===== src/rtl/dmem_arbiter.sv =====
// Shares the single-port data memory between the core data port and a debug/loader port.
// The core has priority; a saturating wait counter bounds debug-port starvation.
module dmem_arbiter #(
    parameter int MEM_AW   = 8,
    parameter int MAX_WAIT = 4
) (
    input  logic              clk,
    input  logic              rst,
    input  logic              c_req,
    input  logic              c_wr,
    input  logic [31:0]       c_addr,
    input  logic [31:0]       c_wdata,
    output logic [31:0]       c_rdata,
    output logic              c_stall,
    input  logic              d_req,
    input  logic              d_wr,
    input  logic [31:0]       d_addr,
    input  logic [31:0]       d_wdata,
    output logic [31:0]       d_rdata,
    output logic              d_ack,
    output logic              m_wr,
    output logic [MEM_AW-1:0] m_addr,
    output logic [31:0]       m_wdata,
    input  logic [31:0]       m_rdata
);

    typedef enum logic [0:0] {
        IDLE = 1'b0,
        ACK  = 1'b1
    } state_t;

    localparam logic [7:0] MAX_WAIT_C = 8'(MAX_WAIT);

    state_t      state_r;
    state_t      state_nxt_s;
    logic [7:0]  wait_cnt_r;
    logic [8:0]  wait_diff_s;
    logic        wait_done_s;
    logic        dbg_gnt_s;
    logic        d_ack_r;
    logic [31:0] d_rdata_r;
    logic        unused_addr_s;

    // Borrow-out of the subtraction tells whether the debug port has waited long enough.
    assign wait_diff_s   = {1'b0, wait_cnt_r} - {1'b0, MAX_WAIT_C};
    assign wait_done_s   = ~wait_diff_s[8];
    assign unused_addr_s = ^{c_addr[31:MEM_AW], d_addr[31:MEM_AW]};

    assign c_rdata = m_rdata;
    assign d_ack   = d_ack_r;
    assign d_rdata = d_rdata_r;

    // Debug grant and next-state decode; the ACK cycle always belongs to the core.
    always_comb begin
        dbg_gnt_s   = 1'b0;
        state_nxt_s = state_r;
        case (state_r)
            IDLE: begin
                if (!rst && d_req && (!c_req || wait_done_s)) begin
                    dbg_gnt_s   = 1'b1;
                    state_nxt_s = ACK;
                end else begin
                    state_nxt_s = IDLE;
                end
            end
            ACK:     state_nxt_s = IDLE;
            default: state_nxt_s = IDLE;
        endcase
    end

    // Memory port steering; a write is never issued while reset is high.
    always_comb begin
        m_addr  = c_addr[MEM_AW-1:0];
        m_wdata = c_wdata;
        m_wr    = 1'b0;
        c_stall = 1'b0;
        if (rst) begin
            m_wr = 1'b0;
        end else if (dbg_gnt_s) begin
            m_addr  = d_addr[MEM_AW-1:0];
            m_wdata = d_wdata;
            m_wr    = d_wr;
            c_stall = c_req;
        end else begin
            m_wr = c_req & c_wr;
        end
    end

    // State, wait counter and the registered debug response.
    always_ff @(posedge clk or posedge rst) begin
        if (rst) begin
            state_r    <= IDLE;
            wait_cnt_r <= 8'd0;
            d_ack_r    <= 1'b0;
            d_rdata_r  <= 32'd0;
        end else begin
            state_r <= state_nxt_s;
            d_ack_r <= dbg_gnt_s;
            if (dbg_gnt_s) begin
                d_rdata_r  <= m_rdata;
                wait_cnt_r <= 8'd0;
            end else if ((state_r == IDLE) && d_req && c_req && (wait_cnt_r != 8'hFF)) begin
                wait_cnt_r <= wait_cnt_r + 8'd1;
            end else begin
                wait_cnt_r <= wait_cnt_r;
            end
        end
    end

endmodule


===== config.mk =====
export PLATFORM = sky130hd
export DESIGN_NAME = dmem_arbiter
export DESIGN_NICKNAME = d
export VERILOG_FILES = /design/src/rtl/dmem_arbiter.sv
export SDC_FILE = /design/constraint.sdc
export NUM_CORES = 1
export LEC_CHECK = 0
export ABC_AREA = 1
export ABC_CLOCK_PERIOD_IN_PS = 4930
export BUFFER_PORTS_ARGS = -buffer_cell sky130_fd_sc_hd__buf_2
export CAP_MARGIN = 30
export CORE_AREA = 2 2 107 109
export CTS_CLUSTER_SIZE = 40
export DETAILED_ROUTE_END_ITERATION = 10
export DIE_AREA = 0 0 109 111
export GPL_ROUTABILITY_DRIVEN = 0
export PLACE_DENSITY_LB_ADDON = 0.25
export RECOVER_POWER = 100
export SKIP_CTS_REPAIR_TIMING = 1
export SYNTH_ARGS = -nofsm -noshare
export SYNTH_HDL_FRONTEND = slang
export SYNTH_SLANG_ARGS = --single-unit
export TNS_END_PERCENT = 50

===== constraint.sdc =====
create_clock -name clk -period 4.93 [get_ports clk]
set_input_delay 0.2465 -clock clk [delete_from_list [all_inputs] [get_ports clk]]
set_output_delay 0.2465 -clock clk [all_outputs]
set_load 0.01 [all_outputs]

# Yosys cells after proc, flatten, opt, wreduce, memory -nomap -nowiden
# Index checks and enable logic that the tools add are counted.
[totals]
reg_bits = 42
out_inout_bits = 107
[op_classes]
addsub = 2
eq_ne = 1
mux = 13
n_bitwise = 3
n_reduce_logical = 9
[op_table]
columns = ["cell", "count"]
rows = [
  ["32-bit two-way mux", 2],
  ["8-bit two-way mux", 4],
  ["8-bit by 3-bit subtractor with 9-bit output (second input constant)", 1],
  ["8-bit by 1-bit adder with 8-bit output (second input constant)", 1],
  ["8-bit inequality test (second input constant)", 1],
  ["1-bit two-way mux", 6],
  ["1-bit logical AND", 5],
  ["1-bit zero test", 2],
  ["1-bit NOT", 2],
  ["1-bit one-hot mux with 2 select lines", 1],
  ["2-bit nonzero test", 1],
  ["1-bit AND", 1],
  ["1-bit logical OR", 1],
]

# Depth between registers and ports, before layout
# Gate-level depths: netlist of run 1.
[logic_depth]
depth_word = 8
ltp_mapped = 9
mapped_depth_nobuf = 8

# Worst setup path after synthesis of run 1
# OpenSTA, ideal clock, no wires.
[synth_timing]
kind = "input-to-output"
startpoint = "input rst"
endpoint = "output m_addr[0]"
t_arrival_ps = 1767
slack_ps = 2916
cell_stages = 5
path_buffers = 1
cell_sequence = "inv_1 > nand3_2 > buf_2 > nand2_1 > nand2_1"
[synth_between]
elab_chain_len = 7
[synth_rtl]
columns = ["item", "line", "source"]
rows = [
  ["start: declaration", "8", "input logic rst,"],
  ["1-bit zero test (no line)", "-", ""],
  ["1-bit logical AND (2 in a row)", "59", "if (!rst && d_req && (!c_req || wait_done_s)) begin"],
  ["1-bit two-way mux", "59", ""],
  ["1-bit two-way mux", "57", "case (state_r)"],
  ["8-bit two-way mux", "79", "end else if (dbg_gnt_s) begin"],
  ["8-bit two-way mux (*)", "77", "if (rst) begin"],
  ["end: declaration", "22", "output logic [MEM_AW-1:0] m_addr,"],
]
# Every way passes the cells marked *; elsewhere a longest branch is shown, timed or not.

# Worst setup path in the final report of run 1
[layout_timing]
startpoint = "register wait_cnt_r[2]"
endpoint = "output m_wdata[14]"
[layout_between]
elab_chain_len = 8
[layout_rtl]
columns = ["item", "line", "source"]
rows = [
  ["start: declaration", "36", "logic [7:0] wait_cnt_r;"],
  ["start signal: assignment", "103", "wait_cnt_r <= wait_cnt_r + 8'd1;"],
  ["start signal: assignment", "105", "wait_cnt_r <= wait_cnt_r;"],
  ["8-bit by 3-bit subtractor with 9-bit output", "45", "assign wait_diff_s = {1'b0, wait_cnt_r} - {1'b0, MAX_WAIT_C};"],
  ["1-bit NOT", "46", "assign wait_done_s = ~wait_diff_s[8];"],
  ["1-bit logical OR", "59", ""],
  ["1-bit logical AND", "59", ""],
  ["1-bit two-way mux", "59", ""],
  ["1-bit two-way mux", "57", ""],
  ["32-bit two-way mux", "79", ""],
  ["32-bit two-way mux", "77", ""],
  ["end: declaration", "23", "output logic [31:0] m_wdata,"],
]
# Every way passes these cells.

==> results of run 1 <==
## layer usage
layer,up-vias,share of wire,global-route usage
met5,-,0,0
met4,0,0.0095,0.0333
met3,4,0.083,0.0212
met2,125,0.52,0.233
met1,1282,0.39,0.127
li1,1499,-,-
## power groups by stage
| stage | clock network (uW) | registers, uW | logic [uW] |
|---|---|---|---|
| after floorplan | 0 | 593 | 276 |
| final | 323 | 534 | 523 |
| after detailed placement | 0 | 534 | 583 |
| after global routing | 353 | 554 | 595 |
| after global placement | 0 | 536 | 572 |
| after CTS | 340 | 531 | 585 |
## synth_stat cells (3+ instances only)
library cell	count	area, um2
nand3_1	6	30.0
nand2_1	244	916
nand4_1	3	18.8
dfrtp_1	41	1030
nor2_1	24	90.1
buf_2	10	50.1
buf_6	6	67.6
buf_4	32	240
inv_1	15	56.3
## stage by stage
stage                     utilization  setup WS, ns  hold slack (ns)
after floorplan                     -          2.92            0.356
after global placement          0.318          2.62            0.452
after detailed placement        0.319          2.62            0.256
after CTS                       0.332          2.30          -0.0524
after global routing            0.320          1.18            0.172
final                           0.320          1.55            0.167
## final timing paths
path | from | endpoint | depth (start not counted)
worst max-delay path | wait_cnt_r[2] | m_wdata[14] | 8
worst min-delay path | m_rdata[15] | d_rdata[15] | 3
worst max register to register | wait_cnt_r[2] | d_rdata[1] | 7
worst min register to register | d_rdata[6] | d_rdata[6] | 2
max in group asynchronous | rst | d_rdata[8] | 4
min in group asynchronous | rst | d_ack | 3
## cell usage in the layout, fill, tap and decap left out
cell / synthesis / layout
dlygate4sd3_1: 0 / 1
clkbuf_16: 0 / 5
buf_12: 0 / 1
clkinvlp_4: 0 / 2
ha_1: 1 / 1
nand2_2: 1 / 1
clkbuf_1: 0 / 110
nor3_1: 1 / 1
nand2_1: 244 / 244
dfrtp_1: 41 / 41
inv_1: 15 / 15
nor2_1: 24 / 25
nand3b_1: 1 / 1
nand4_1: 3 / 3
nand3_1: 6 / 7
nor2_2: 1 / 1
buf_2: 10 / 116
buf_4: 32 / 2
## state kept, by name (all words and copies together) (netlist names)
register    count
wait_cnt_r      8
d_ack           1
d_rdata        32
## logic make-up (layout without fill, tap and decap cells)
kind of cell	after synthesis	in the layout	share of synthesized area
DFF	41	41	0.402
buffers and inverters	63	252	0.162
and+or+nand+nor	283	283	0.431
adders and majority gates	1	1	0.00490
## worst max-delay path: stages (launching register included)
cell and delay [ns]:
dfrtp_1 0.40, nor2_1 0.06, nand4_1 0.12, nand2_2 0.07, nor2_1 1.18, buf_4 0.61, nand2_1 0.09, nand2_1 0.08
clkbuf_1 0.20
## cell type report
| type | count | share of cell area |
|---|---|---|
| Multi-Input combinational cell | 284 | 0.311 |
| Timing Repair Buffer | 229 | 0.292 |
| Sequential cell | 41 | 0.290 |
| Tap cell | 143 | 0.0505 |
| Clock buffer | 6 | 0.0364 |
| Inverter | 15 | 0.0159 |
| Clock inverter | 2 | 0.00424 |
==> impl_results.md, run 1 <==
- CP Class: flip-flop to primary output
- Finish-stage setup viols: 0
- Post-synth EDFFs: 0
- Maximum VDD drop: around 0.14 mV
- Int Power: 845 uW
- Fin cells: 720
- Post-route ant nets: 0
- Maxcap violations: 1
- DP Cell Count: 711
- Area delta synth->final: 38.7%
- Core Area: 0.0111 mm2
- Drt wl/cell: approximately 11 um
- Fmax: 295 MHz
- Req. time, crit path: 4.68 ns
- Syn avg cell area: 6.58 um2
- Tot GR Track Use: 0.120
- Cells after Synth: 388
- Num ports: 273
- CTS root buf: clkbuf_16
- Clk pwr share: 0.234
- Overall power: about 1400 uW
- Yosys cell types: 16
- Diode count: 0
- Status: finished with violations
- Clk pin slew, worst setup/hold paths: roughly 0.06 ns
- Final WL: a little under 8 mm
- Crit Path Max Fanout: 50
- Clk Latency, worst-skew pair: 0.28 ns
- Share of layout cells above drive strength 1: 0.222
- Die Y: 111 um
- PortBufs: about 220
- Remaining Overflow, GRT: 0
- # nets final: about 740
- DRT Pass-1 Iters: 4
- Clock sink count: 41
- Pwr Density: 390 mW/mm2
- Synthesized area: ~0.0026 mm2
- Starting DRT DRC Count: 100
- CTS HTree Levels: 2
- Part of the cycle the worst path needs: 0.686
- Finished Cell Area: 0.00354 mm2
- Vias in the first global route: approximately 2700
- Slew HR: -0.0723
- Violated checks: max-capacitance violations, max-slew violations
- Die area: 0.0121 mm2
- Logic pwr share: 0.379
- Worst EP arrival: 3.14 ns
- Hold Violations, Final: 0
- Tmin final: 3.38 ns
- Fin. max-slew vios: 27
- Starting Density: 0.231
- Layout Skew: 0.00413 ns
- RSZ-0062 raised after global routing: no
- Register Area: 0.00103 mm2
- Net count after synthesis: 555
- Largest net degree at the start of global routing: 51
- Yosys reg bits: between 40 and 50
- CTS Buffer Depth: 2
- Post-synth ARST share: 1.00
- Vias: 2910
- Psw: 535 uW
- FILL cells: 1298
- Total Neg Setup Slack: 0 ns
- Lkg Pwr: approximately 0.002 uW
- Sequential-to-total area share from yosys stat: 0.402
- Synth warn: 0
- Setup crit end kind: primary output
- Most used DFF post-synth: dfrtp_1
- Placed cell area: about 0.0035 mm2
- CTS tree: yes
- Global-route wire length before repair: 11.7 mm
- Hpwl dp: 5.97 mm
- Sequential power share: 0.387
- Residual DRC count: 0
- Multi-input logic area: 0.00110 mm2
- Least-Margin Pin Slew: 1.60 ns
- Num CTS Buffers: 5
- Internal reg-to-reg setup slack: 2.19 ns
- Die width: approximately 110 um
- Antenna violations before repair: 0
- Core Rows: 39
- Startpoint Class: flip-flop
- Min-Delay Path Class: input port to flip-flop
- Number of vias per cell: 4.04
- Switching Share: 0.388
No activity file was read; power rests on OpenSTA's default activity.
==> run 2, diff against run 1 <==
Settings changed: ABC_CLOCK_PERIOD_IN_PS 4930 to 2900.
Clock period 4.93 ns to 2.9 ns, I/O delays scaled along.
==> run 2 against run 1 <==
The run now ends clean. Routed wire length fell by 0.49%. First-iteration DRC count rose by 34%. Combinational power is 69% higher. Sequential power is 71% higher. Via count is 0.79% lower. Flip-flop and latch count unchanged. Critical endpoint unchanged. Largest cell class unchanged. Highest routed layer unchanged.
==> impl_results.md, run 2 (same netlist as run 1, synthesis figures left out) <==
- Starting DRT DRC Count: 134 (was 100)
- CTS HTree Levels: 2 (unchanged)
- Starting Density: 0.231 (unchanged)
- Drt wl/cell: 10.8 um (about the same)
- Hpwl dp: 5.83 mm (was 5.97 mm)
- Fmax: ~460 MHz
- Diode count: 0 (unchanged)
- Layout Skew: 0.00487 ns (was 0.00413 ns)
- DRT Pass-1 Iters: 5 (was 4)
- Clk Latency, worst-skew pair: 0.28 ns (about the same)
- Antenna violations before repair: 0 (unchanged)
- Residual DRC count: 0 (unchanged)
- Pwr Density: 663 mW/mm2 (was 390 mW/mm2)
- Tot GR Track Use: 0.120 (about the same)
- Setup crit end kind: primary output (unchanged)
- Startpoint Class: flip-flop (unchanged)
- Crit Path Max Fanout: 75 (was 50)
- Lkg Pwr: 0.00200 uW (was 0.00201 uW)
- Die area: 0.0121 mm2 (unchanged)
- RSZ-0062 raised after global routing: no (unchanged)
- Fin. max-slew vios: 0 (was 27)
- CTS root buf: clkbuf_16 (unchanged)
- Global-route wire length before repair: 11.5 mm (was 11.7 mm)
- Num ports: 273 (unchanged)
- Total Neg Setup Slack: 0 ns (unchanged)
- Clock sink count: 41 (unchanged)
- Core Area: 0.0111 mm2 (unchanged)
- Core Rows: 39 (unchanged)
- Req. time, crit path: 2.76 ns (was 4.68 ns)
- Min-Delay Path Class: input port to flip-flop (unchanged)
- Vias: 2887 (was 2910)
- Status: finished clean (was finished with violations)
- Largest net degree at the start of global routing: 76 (was 51)
- Area delta synth->final: 38.1% (was 38.7%)
- Slew HR: 0.513 (was -0.0723)
- FILL cells: 1262 (was 1298)
- CTS tree: yes (unchanged)
- WHS: 0.0691 ns (was 0.167 ns)
- Clk pin slew, worst setup/hold paths: 0.06 ns (about the same)
- Largest register FFs: 32 (unchanged)
- Share of layout cells above drive strength 1: 0.224 (was 0.222)
- Maxcap violations: 0 (was 1)
- Num CTS Buffers: 5 (unchanged)
- CP Class: flip-flop to primary output (unchanged)
- Overall power: 2340 uW (was 1380 uW)
- Most common cell after layout, fill and taps aside: nand2_1 (unchanged)
- Least-Margin Pin Slew: 0.730 ns (was 1.60 ns)
- Worst EP arrival: 2.05 ns (was 3.14 ns)
- Most frequent cells in the layout: nand2_1, buf_2, clkbuf_1 (unchanged)
- # nets final: 742 (was 743)
- Number of vias per cell: 4.02 (was 4.04)
- Vias in the first global route: 2558 (was 2661)
- PortBufs: 224 (unchanged)
- Finish-stage setup viols: 0 (unchanged)
- Tmin final: 2.19 ns
- Hold Violations, Final: 0 (unchanged)
- Post-route ant nets: 0 (unchanged)
- Maximum VDD drop: 0.230 mV (was 0.137 mV)
- Final WL: 7.74 mm (was 7.78 mm)
- Part of the cycle the worst path needs: 0.756
- Remaining Overflow, GRT: 0 (unchanged)
- CTS Buffer Depth: 2 (unchanged)
- Die Y: 111 um (unchanged)
- Die width: 109 um (unchanged)
run 2: metal layers:
metal  vias up  part of all wire  wire (um)  global-route usage
met2       124              0.51       3930               0.231
met3         4             0.088        680              0.0212
met5         -                 0          0                   0
li1       1496                 -          -                   -
met4         0            0.0093         72              0.0308
met1      1263              0.40       3060               0.130
run 2: worst paths after layout:
kind / startpoint / to / slack (ns) / cells past startpoint
max in group asynchronous: rst / d_rdata[30] / 2.44 / 3
setup reg to reg: wait_cnt_r[2] / d_rdata[30] / 1.23 / 7
hold / removal: m_rdata[23] / d_rdata[23] / 0.07 / 3
min in group asynchronous: rst / d_rdata[17] / 0.08 / 3
setup / recovery: wait_cnt_r[2] / m_wdata[14] / 0.71 / 8
hold reg to reg: d_rdata[1] / d_rdata[1] / 0.48 / 2
run 2: stage by stage:
step | worst slack [ns] | area [um2] | util | std cells
floorplan | 1.09 | 2550 | - | 388
global placement | 1.01 | 3530 | 0.318 | 711
detailed placement | 1.02 | 3530 | 0.318 | 711
CTS | 0.706 | 3670 | 0.331 | 719
global route | 0.471 | 3530 | 0.318 | 719
finish | 0.707 | 3530 | 0.318 | 719
run 2: power by group:
group / switching [uW] / total, uW / leakage [uW] / internal, uW
sequential: 122 / 911 / 0.000518 / 789
combinational: 559 / 884 / 0.00142 / 326
clock: 225 / 544 / 0.0000631 / 319
run 2: final cells by class:
type	instances	area (um2)	area share
clock buffer	6	129	0.0365
timing repair buffer	228	1020	0.288
multi-input combinational	284	1110	0.314
inverter	15	56.3	0.0160
clock inverter	2	15.0	0.00426
tap	143	179	0.0507
sequential	41	1030	0.291
run 2: worst max-delay path: stages, from the launching register on:
cell and delay, ns:
dfrtp_1 0.40, nor2_1 0.07, nand4_1 0.11, nand2_1 0.11
nor2_4 0.08, buf_4 0.57, nand2_1 0.10, nand2_1 0.09
clkbuf_1 0.20
